===== src/rtl/vga_pkg.sv =====
// Shared constants, types and the double-dabble adjust helper for the score overlay.
package vga_pkg;

    localparam int GLYPH_W      = 8;
    localparam int GLYPH_H      = 8;
    localparam int SCORE_DIGITS = 3;
    localparam int BCD_ITERS    = 8;

    typedef enum logic [1:0] {
        IDLE   = 2'd0,
        SHIFT  = 2'd1,
        COMMIT = 2'd2
    } conv_state_t;

    typedef logic [3:0] bcd_digit_t;

    // Add 3 to every BCD nibble that is 5 or more, ahead of the next left shift.
    function automatic logic [11:0] bcd_adjust(input logic [11:0] bcd);
        logic [11:0] adj;
        adj = bcd;
        for (int i = 0; i < 3; i++) begin
            if (adj[i*4 +: 4] >= 4'd5) begin
                adj[i*4 +: 4] = adj[i*4 +: 4] + 4'd3;
            end else begin
                adj[i*4 +: 4] = adj[i*4 +: 4];
            end
        end
        return adj;
    endfunction

endpackage


===== src/rtl/score_font_rom.sv =====
// 5x7 decimal digit glyphs in an 8x8 cell; row 7, columns 5-7 and codes 10-15 are dark.
module score_font_rom (
    input  logic [3:0] digit,
    input  logic [2:0] gy,
    input  logic [2:0] gx,
    output logic       pixel
);

    logic [34:0] w_glyph;
    logic [4:0]  w_row;

    // Glyph lookup: seven 5-bit rows packed top row first, MSB is the leftmost column.
    always_comb begin
        w_glyph = 35'd0;
        case (digit)
            4'd0:    w_glyph = {5'h0E, 5'h11, 5'h13, 5'h15, 5'h19, 5'h11, 5'h0E};
            4'd1:    w_glyph = {5'h04, 5'h0C, 5'h04, 5'h04, 5'h04, 5'h04, 5'h0E};
            4'd2:    w_glyph = {5'h0E, 5'h11, 5'h01, 5'h02, 5'h04, 5'h08, 5'h1F};
            4'd3:    w_glyph = {5'h1F, 5'h02, 5'h04, 5'h02, 5'h01, 5'h11, 5'h0E};
            4'd4:    w_glyph = {5'h02, 5'h06, 5'h0A, 5'h12, 5'h1F, 5'h02, 5'h02};
            4'd5:    w_glyph = {5'h1F, 5'h10, 5'h1E, 5'h01, 5'h01, 5'h11, 5'h0E};
            4'd6:    w_glyph = {5'h06, 5'h08, 5'h10, 5'h1E, 5'h11, 5'h11, 5'h0E};
            4'd7:    w_glyph = {5'h1F, 5'h01, 5'h02, 5'h04, 5'h08, 5'h08, 5'h08};
            4'd8:    w_glyph = {5'h0E, 5'h11, 5'h11, 5'h0E, 5'h11, 5'h11, 5'h0E};
            4'd9:    w_glyph = {5'h0E, 5'h11, 5'h11, 5'h0F, 5'h01, 5'h02, 5'h0C};
            default: w_glyph = 35'd0;
        endcase
    end

    // Row and column select within the glyph.
    always_comb begin
        w_row = 5'd0;
        case (gy)
            3'd0:    w_row = w_glyph[34:30];
            3'd1:    w_row = w_glyph[29:25];
            3'd2:    w_row = w_glyph[24:20];
            3'd3:    w_row = w_glyph[19:15];
            3'd4:    w_row = w_glyph[14:10];
            3'd5:    w_row = w_glyph[9:5];
            3'd6:    w_row = w_glyph[4:0];
            default: w_row = 5'd0;
        endcase
        pixel = 1'b0;
        case (gx)
            3'd0:    pixel = w_row[4];
            3'd1:    pixel = w_row[3];
            3'd2:    pixel = w_row[2];
            3'd3:    pixel = w_row[1];
            3'd4:    pixel = w_row[0];
            default: pixel = 1'b0;
        endcase
    end

endmodule


===== src/rtl/vga_score_overlay.sv =====
// Overlays the score as up to three decimal digits on the board RGB stream, one-cycle latency.
// Binary-to-BCD runs once per frame so the displayed digits only change during blanking.
module vga_score_overlay
    import vga_pkg::*;
#(
    parameter logic [9:0] SCORE_X    = 10'd8,
    parameter logic [9:0] SCORE_Y    = 10'd8,
    parameter int         SCALE_LOG2 = 2,
    parameter logic [2:0] FG_RGB     = 3'b111
) (
    input  logic       clk,
    input  logic       reset,
    input  logic [7:0] score_in,
    input  logic       frame_start,
    input  logic [9:0] row,
    input  logic [9:0] col,
    input  logic       R_in,
    input  logic       G_in,
    input  logic       B_in,
    output logic       R_out,
    output logic       G_out,
    output logic       B_out,
    output logic       busy
);

    localparam logic [9:0] CELL_W    = 10'(GLYPH_W << SCALE_LOG2);
    localparam logic [9:0] CELL_H    = 10'(GLYPH_H << SCALE_LOG2);
    localparam logic [9:0] BOX_W     = 10'(SCORE_DIGITS * (GLYPH_W << SCALE_LOG2));
    localparam logic [3:0] LAST_ITER = 4'(BCD_ITERS - 1);
    localparam int         CELL_SH   = $clog2(GLYPH_W) + SCALE_LOG2;

    conv_state_t r_state;
    logic [7:0]  r_bin;
    logic [11:0] r_bcd;
    logic [3:0]  r_iter;
    logic        r_busy;
    bcd_digit_t  r_hund;
    bcd_digit_t  r_tens;
    bcd_digit_t  r_units;
    logic [2:0]  r_rgb;

    logic [11:0] w_bcd_adj;
    logic        w_in_box;
    logic [9:0]  w_col_off;
    logic [9:0]  w_row_off;
    logic [1:0]  w_digit_idx;
    logic [2:0]  w_gx;
    logic [2:0]  w_gy;
    bcd_digit_t  w_digit;
    logic        w_blank;
    logic        w_font_px;
    logic        w_fg;

    assign w_bcd_adj = bcd_adjust(r_bcd);

    // Converter FSM: latch score in blanking, eight adjust-and-shift steps, then publish.
    always_ff @(posedge clk) begin
        if (reset) begin
            r_state <= IDLE;
            r_bin   <= 8'd0;
            r_bcd   <= 12'd0;
            r_iter  <= 4'd0;
            r_busy  <= 1'b0;
            r_hund  <= 4'd0;
            r_tens  <= 4'd0;
            r_units <= 4'd0;
        end else begin
            case (r_state)
                IDLE: begin
                    if (frame_start) begin
                        r_bin   <= score_in;
                        r_bcd   <= 12'd0;
                        r_iter  <= 4'd0;
                        r_busy  <= 1'b1;
                        r_state <= SHIFT;
                    end else begin
                        r_state <= IDLE;
                    end
                end
                SHIFT: begin
                    {r_bcd, r_bin} <= 20'({w_bcd_adj, r_bin} << 1);
                    r_iter         <= r_iter + 4'd1;
                    if (r_iter == LAST_ITER) begin
                        r_state <= COMMIT;
                    end else begin
                        r_state <= SHIFT;
                    end
                end
                COMMIT: begin
                    r_hund  <= r_bcd[11:8];
                    r_tens  <= r_bcd[7:4];
                    r_units <= r_bcd[3:0];
                    r_busy  <= 1'b0;
                    r_state <= IDLE;
                end
                default: begin
                    r_busy  <= 1'b0;
                    r_state <= IDLE;
                end
            endcase
        end
    end

    // Range checks happen before subtraction so columns left of the box cannot wrap into it.
    assign w_in_box    = (col >= SCORE_X) && (col < SCORE_X + BOX_W) &&
                         (row >= SCORE_Y) && (row < SCORE_Y + CELL_H);
    assign w_col_off   = col - SCORE_X;
    assign w_row_off   = row - SCORE_Y;
    assign w_digit_idx = 2'(w_col_off >> CELL_SH);
    assign w_gx        = 3'(w_col_off >> SCALE_LOG2);
    assign w_gy        = 3'(w_row_off >> SCALE_LOG2);

    // Digit select with leading-zero blanking; units is always drawn.
    always_comb begin
        w_digit = r_units;
        w_blank = 1'b0;
        case (w_digit_idx)
            2'd0: begin
                w_digit = r_hund;
                w_blank = (r_hund == 4'd0);
            end
            2'd1: begin
                w_digit = r_tens;
                w_blank = (r_hund == 4'd0) && (r_tens == 4'd0);
            end
            2'd2: begin
                w_digit = r_units;
                w_blank = 1'b0;
            end
            default: begin
                w_digit = 4'd0;
                w_blank = 1'b1;
            end
        endcase
    end

    score_font_rom u_font (
        .digit (w_digit),
        .gy    (w_gy),
        .gx    (w_gx),
        .pixel (w_font_px)
    );

    assign w_fg = w_in_box && !w_blank && w_font_px && (CELL_W != 10'd0);

    // Pixel pipeline register.
    always_ff @(posedge clk) begin
        if (reset) begin
            r_rgb <= 3'b000;
        end else if (w_fg) begin
            r_rgb <= FG_RGB;
        end else begin
            r_rgb <= {R_in, G_in, B_in};
        end
    end

    assign R_out = r_rgb[2];
    assign G_out = r_rgb[1];
    assign B_out = r_rgb[0];
    assign busy  = r_busy;

endmodule


===== config.mk =====
export PLATFORM = sky130hd
export DESIGN_NAME = vga_score_overlay
export DESIGN_NICKNAME = d
export VERILOG_FILES = /design/src/rtl/vga_pkg.sv /design/src/rtl/score_font_rom.sv /design/src/rtl/vga_score_overlay.sv
export SDC_FILE = /design/constraint.sdc
export NUM_CORES = 1
export LEC_CHECK = 0
export CORE_ASPECT_RATIO = 0.6
export CORE_MARGIN = 2
export CORE_UTILIZATION = 29
export CTS_CLUSTER_SIZE = 28
export DETAILED_ROUTE_END_ITERATION = 16
export GPL_TIMING_DRIVEN = 0
export PLACE_DENSITY = 0.44
export SYNTH_ARGS = -nofsm -noshare
export SYNTH_HDL_FRONTEND = slang
export SYNTH_SLANG_ARGS = --single-unit

===== constraint.sdc =====
create_clock -name clk -period 5.68 [get_ports clk]
set_input_delay 1.136 -clock clk [delete_from_list [all_inputs] [get_ports clk]]
set_output_delay 1.136 -clock clk [all_outputs]
set_load 0.01 [all_outputs]

==> out/results.md, run 1 <==
| Stage | Result | This run |
|:---|:---|:---|
| clocking | Number of H-tree levels | 2 |
| routing | DRC | 0 |
| floorplan | DIE HEIGHT | 84.6 um |
| yosys | Dominant combinational cell family by area after synthesis | compound AO/OA/AOI/OAI gates |
| yosys | Library cells used by synthesis | 68 |
| clocking | Clock root buffer master | clkbuf_16 |
| routing | Overall routed net length | 10.6 mm |
| pwr | Power Internal | 0.563 mW |
| floorplan | Top Ports | 38 |
| clocking | Clock-pin slew of the registers on the worst-case setup and hold paths | 0.06 ns |
| pwr | Power density cells | 204 nW/um2 |
| yosys | Number of flops mapped to enable cells by yosys | 0 |
| yosys | Mean area per synthesized cell | 7.25 um2 |
| sta | Tightest Pin Transition | 0.687 ns |
| global routing | Global-route wire length before repair | 17.1 mm |
| sta | Setup repair after global routing missed its margin | false |
| clocking | Post-cts hold buffer count | 0 |
| placed design | Placement Cell Area | 3620 um2 |
| flow run | Max-capacitance violation count | 0 |
| sta | Max Freq | 188 MHz |
| floorplan | Die ar. | 11700 um2 |
| clocking | Number of buffers created by CTS | 5 |
| worst setup path | Data required, critical path | 5.90 ns |
| placed design | Cells after DPL | 603 |
| routing | Vias per cell | 5.59 |
| routing | DR pass1 iterations | 5 |
| clocking | Insertion delay to the later sink of the worst-skew pair | 0.29 ns |
| yosys | Post-synthesis async set-or-reset flop share | 0 |
| pwr | Total leakage power | 1.33 nW |
| sta | Relative slew slack | 0.539 |
| sta | Final hold viol count | 0 |
| final layout | Post-route cell area | 3800 um2 |
| worst hold path | Hold crit path type | reg2reg |
| clocking | CTS sink count | 42 |
| worst setup path | FF-to-FF path depth | 12 |
| final layout | Commonest non-fill, non-tap cell in the layout | nand2_1 |
| yosys | Post-Synthesis Net Count | 481 |
| pwr | Share of total power in combinational logic | 0.195 |
| clocking | TritonCTS clock tree | done |
| global routing | Residual overflow from global routing | 0 |
| yosys | Fraction of the mapped netlist area in compound gates | 0.300 |
| pwr | Part of the total power dissipated in the clock network | 0.407 |
| yosys | Fraction of synthesized cell area in xor and xnor cells | 0.0223 |
| final layout | Top library cells by usage in the layout, fill and taps aside | nand2_1, nor2_1, dfxtp_1 |
| clocking | Count of instances resized after the clock tree is built | 0 |
| placed design | Routability congestion estimate | 0.998 |
| sta | Clock Skew | 0.00543 ns |
| yosys | Mapped cell area | 3140 um2 |
| sta | Final count of pins violating max slew | 0 |
| worst setup path | Kind of launch point of the worst setup path | primary input |
| pwr | Switching Share | 0.273 |
| global routing | Number of global-route vias before repair | 3091 |
| worst hold path | WHS Path Cells | 2 |
| clocking | Maximum clock path buffer count | 2 |
| placed design | Post-DP HPWL | 8.31 mm |
| worst setup path | RR Startpoint | r_hund[1] |
| floorplan | Effective utilization at floorplan | 0.297 |
| sta | Crit path setup slack, layout | 0.354 ns |
| pwr | Sw power | 0.212 mW |
| yosys | Post-synthesis share of cell area spent on full adders, half adders and majority gates | 0.0558 |
| worst setup path | End of the worst register-to-register path | r_rgb[0] |
| placed design | Post-Place Setup Slack | -0.252 ns |
| worst setup path | Kind of end point of the critical path | flip-flop |
| routing | Drt wl/cell | 17.3 um |
| worst setup path | Critical path start-end classification | in2reg |
| clocking | Post-CTS setup-driven buffer insertion count | 0 |
| sta | Fin crit period | 5.33 ns |
| sta | Final number of setup-violating endpoints | 0 |
| routing | Total number of vias | 3418 |
| floorplan | Std-Cell Core Area | 10600 um2 |
| yosys | Share of synthesized area spent on multiplexers | 0.0163 |
| final layout | Number of standard cells in the final layout excluding fillers | 611 |
| worst hold path | Worst hold path startpoint | r_units[0] |
| routing | Residual antenna-violating net count after detailed routing | 0 |
| worst setup path | CP max FO | 10 |
| status | Status | finished, final reports clean |
| worst hold path | Endpoint with the worst hold slack | r_units[0] |
| global routing | Tot GR Track Use | 0.185 |
| yosys | Cells after Synth | 433 |
| pwr | Worst VDD drop | 110 uV |
| yosys | Most frequently used flop master after synthesis | dfxtp_1 |
| final layout | Diode count | 0 |
| placed design | Count of buffers from port buffering | 31 |
| worst setup path | Reg-to-reg slack, setup | 2.56 ns |
| yosys | Number of warnings printed during yosys synthesis | 0 |
| pwr | Fraction of power consumed by sequential logic | 0.399 |
| sta | Final clock period utilization by the worst path | 0.938 |
| global routing | Initial antenna violation count | 0 |
| floorplan | FP Rows | 29 |
| final layout | Growth of design area from synthesis to finish | 20.9% |
| worst setup path | Data arrival time of the worst path | 5.54 ns |
| routing | Initial DRC Count | 290 |
| yosys | Number of synthesized register bits | 42 |
| final layout | Fin nets | 519 |
| yosys | Sequential cell area fraction in the yosys report | 0.268 |
| floorplan | Width of the die | 138 um |
| yosys | Simple-gate share of the synthesized area | 0.284 |
| final layout | Share of layout cells above drive strength 1 | 0.0551 |
| global routing | Largest net degree at the start of global routing | 13 |
## flip-flops by register name, indices dropped and copies added, names as in the netlist
register / cells
busy: 1
r_bcd: 12
r_bin: 8
r_hund: 4
r_iter: 4
r_rgb: 3
r_state: 2
r_tens: 4
r_units: 4
## critical path, cell delays in order
cell	delay (ns)
clkdlybuf4s50_1	0.53
clkbuf_1	0.38
inv_1	0.13
ha_1	0.32
xnor2_1	0.27
clkbuf_1	0.37
nor2_1	0.17
a211o_1	0.35
inv_1	0.12
ha_1	0.34
inv_1	0.14
and2_1	0.13
mux2i_1	0.11
mux2_1	0.34
o2111a_1	0.14
a311o_1	0.39
a21oi_1	0.15
## metrics by stage
stage               hold WS (ns)  total power [mW]  TNS (ns)   util
floorplan                  0.435             0.404         0      -
global placement           0.451             0.464     -1.12  0.343
detailed placement         0.456             0.462    -0.707  0.343
CTS                        0.464             0.783         0  0.359
global route               0.503             0.816         0  0.360
finish                     0.460             0.774         0  0.360
## cell usage after synthesis (3+ instances only)
cell type   n  area (um2)
o21a_1      4        30.0
nor4_1      4        25.0
nand2b_1   12        75.1
a31oi_1     7        43.8
o2111ai_1   4        35.0
xor2_1      4        35.0
a211oi_1    8        60.1
a21oi_1    28         140
nor2_1     44         165
nand2_1    61         229
or3_1       3        18.8
inv_1      15        56.3
nand4_1     6        37.5
dfxtp_1    42         841
nor2b_1     6        37.5
clkbuf_1   23        86.3
o21ai_0    23         115
a22oi_1    11        82.6
and3_1      3        18.8
nor3_1     15        75.1
or2_2       4        25.0
xnor2_1     4        35.0
mux2i_1     4        40.0
a311oi_1    9        78.8
ha_1       14         175
nand3_1    18        90.1
o21ai_1     4        20.0
## final cells by class
cell class              count  area, um2
repair buffers             31        310
inverters                  16       60.1
plain buffers              26        108
fillers                  1124       6760
multi-input cells         349       2140
clock buffers               8        166
flip-flops and latches     42        841
well taps                 139        174
## routing by layer
| layer | up-vias | wire [um] | track usage |
|---|---|---|---|
| met3 | 7 | 1110 | 0.0650 |
| met2 | 152 | 3630 | 0.220 |
| li1 | 1666 | - | - |
| met4 | 0 | 57 | 0.0306 |
| met1 | 1593 | 5790 | 0.305 |
| met5 | - | 0 | 0 |
## kinds of logic (layout without fill, tap and decap cells)
family / count (synthesis) / in the layout
AOI/OAI and AO/OA: 135 / 135
xor gates and xnor gates: 8 / 8
adders and majority gates: 14 / 14
buffers and inverters: 42 / 81
DFF: 42 / 42
muxes: 5 / 5
and+or+nand+nor: 187 / 187
## power groups by stage
stage / Combinational (mW) / Sequential (mW) / Clock [mW]
2_1_floorplan: 0.0894 / 0.315 / 0
3_3_place_gp: 0.149 / 0.315 / 0
3_5_place_dp: 0.147 / 0.315 / 0
4_1_cts: 0.148 / 0.309 / 0.327
5_1_grt: 0.166 / 0.310 / 0.340
6_report: 0.151 / 0.309 / 0.315
## worst max path at each step
stage / startpoint / cells after the start / slack, ns / endpoint
2_1_floorplan: col[3] / 16 / 1.28 / r_rgb[0]
3_3_place_gp: col[3] / 17 / -0.38 / r_rgb[0]
3_5_place_dp: col[3] / 17 / -0.25 / r_rgb[0]
4_1_cts: col[3] / 17 / 0.04 / r_rgb[0]
5_1_grt: col[3] / 17 / 0.04 / r_rgb[2]
6_report: col[3] / 17 / 0.35 / r_rgb[0]
Note: power is estimated with default switching activity, not from simulation.
==> run 2: changes to the inputs <==
--- a/config.mk
+++ b/config.mk
@@ -11,6 +11,7 @@
 export CTS_CLUSTER_SIZE = 28
 export DETAILED_ROUTE_END_ITERATION = 16
 export GPL_TIMING_DRIVEN = 0
+export HOLD_SLACK_MARGIN = 0.08
 export PLACE_DENSITY = 0.44
 export SYNTH_ARGS = -nofsm -noshare
 export SYNTH_HDL_FRONTEND = slang
==> results of run 2 <==
Final layout, timing and power as in run 1 (identical DEF).
==> edit 1: new RTL, flow settings as in run 1 <==
Register the outputs `R_out`, `G_out` and `B_out`; this adds one clock of latency there. The other outputs are not delayed to match.
--- a/src/rtl/vga_score_overlay.sv
+++ b/src/rtl/vga_score_overlay.sv
@@ -154,9 +154,11 @@
         end
     end
 
-    assign R_out = r_rgb[2];
-    assign G_out = r_rgb[1];
-    assign B_out = r_rgb[0];
+    always_ff @(posedge clk) begin
+        R_out <= r_rgb[2];
+        G_out <= r_rgb[1];
+        B_out <= r_rgb[0];
+    end
     assign busy  = r_busy;
 
 endmodule
Check against the original RTL: not equivalent (a bounded check fails within 4 cycles, from zero or initial values and one cycle with reset high).
==> edit 1 against run 1 <==
- clock power is 3% lower
- power grew 1.9%
- register-to-register slack better by 20 ps
- worst setup slack worse by 15 ps
- clock skew down 0.87 ps
- sequential cell count rose by 3
- wire length decreased by 1.3%
- design area up 1.6%
- largest power group is now registers
- critical path depth is the same
- area after synthesis is 1.9% higher
==> edit 1: results (changes against run 1) <==
Run status
  • Status: finished, final reports clean

Global route
  • Vias in the first global route: 3,142 (+1.6%)
  • Largest net degree at the start of global routing: 14 (+1)
  • First-pass GRT wire length: 16.78 mm (-2.1%)

Power
  • Clock net power: 0.305 mW (-3%)
  • P_leak: 1.354 nW (+2.0%)
  • Switching share of power: 27.41% (+0.078 points)
  • Power per cell area: 204.4 mW/mm² (+0.23%)
  • Worst vdd ir: 0.1124 mV (+2.3%)
  • Combinational share of power: 19.3% (-0.2 points)

STA
  • WHS: 325.6 ps (-134.2 ps)

Placed design
  • # placed instances: 606 (+0.50%)
  • Pre-CTS setup slack: -208.1 ps (+43.83 ps)
  • Final HPWL from detailed placement: 8.181 mm (-1.6%)
  • DP Area: 0.003685 mm² (+1.7%)

Drt
  • Routed WL per cell: 17.02 µm (-1.8%)
  • Vias/cell: 5.591 (about the same)
  • 1st-iter DRT viols: 346 (+19%)
  • Routed wire length: 10.45 mm (-1.3%)

Logic synthesis
  • Syn_nets: 484 (+0.62%)
  • Sequential cell area fraction in the yosys report: 28.15% (+1.4 points)
  • Cells after Synth: 436 (+0.69%)
  • Largest cells by area after synthesis: dfxtp_1 (28%), nand2_1 (7.2%), ha_1 (5.5%), nor2_1 (5.2%), a21oi_1 (4.4%)
  • Synth cell count leaders: nand2_1 (61), dfxtp_1 (45), nor2_1 (44)

Critical path
  • Arrival time of the worst setup path: 5550 ps (about the same)
  • R2R Path End: r_rgb[2]
  • Worst Reg-to-Reg Cells: 11 (-1)

Final layout
  • Final nets: 522 (+0.58%)
  • Share of cells above drive strength 1: 5.474% (-0.035 points)

Hold path
  • Hold Startpoint: r_rgb[1]
  • Min-Delay Endpoint: G_out
## edit 1: how the worst max path moves through the flow
stage	start	to	depth (start not counted)	slack (ps)
2_1_floorplan	col[3]	r_rgb[0]	16	1280
4_1_cts	col[3]	r_rgb[2]	17	90
5_1_grt	col[3]	r_rgb[2]	17	0.05
3_3_place_gp	col[3]	r_rgb[0]	18	-250
6_report	col[3]	r_rgb[2]	17	340
3_5_place_dp	col[3]	r_rgb[2]	17	-210
## edit 1: cells by family (layout without fill, tap and decap cells)
logic type	after synthesis	after routing	synth area share, %
AO/OA/AOI/OAI	135	135	29.44
flip-flops	45	45	28.15
adder cells (fa/ha/maj)	14	14	5.473
multiplexers	5	5	1.603
buffers and inverters	42	81	5.238
AND/OR/NAND/NOR	187	187	27.91
XOR/XNOR	8	8	2.189
## edit 1: cell type report
type | count | area, µm²
Multi-Input combinational cell | 349 | 2150
Tap cell | 139 | 173.9
Timing Repair Buffer | 31 | 310.3
Inverter | 16 | 60.06
Sequential cell | 45 | 900.9
Clock buffer | 7 | 152.6
Buffer | 26 | 107.6
Fill cell | 1140 | 6808
Clock inverter | 1 | 5.005
## edit 1: per-layer routing
layer	part of all wire, %	wire, µm	vias to the layer above	track usage (%)
met2	35	3624	150	21.84
met4	0.68	71	0	3.909
met3	11	1108	11	6.659
met5	0	0	-	0
li1	-	-	1675	-
met1	54	5645	1597	28.30
## edit 1: timing repair
item | in CTS | in global routing
hold buffers | 0 | 0
resized for setup | 0 | 2
endpoints found under the setup margin | 0 | 3
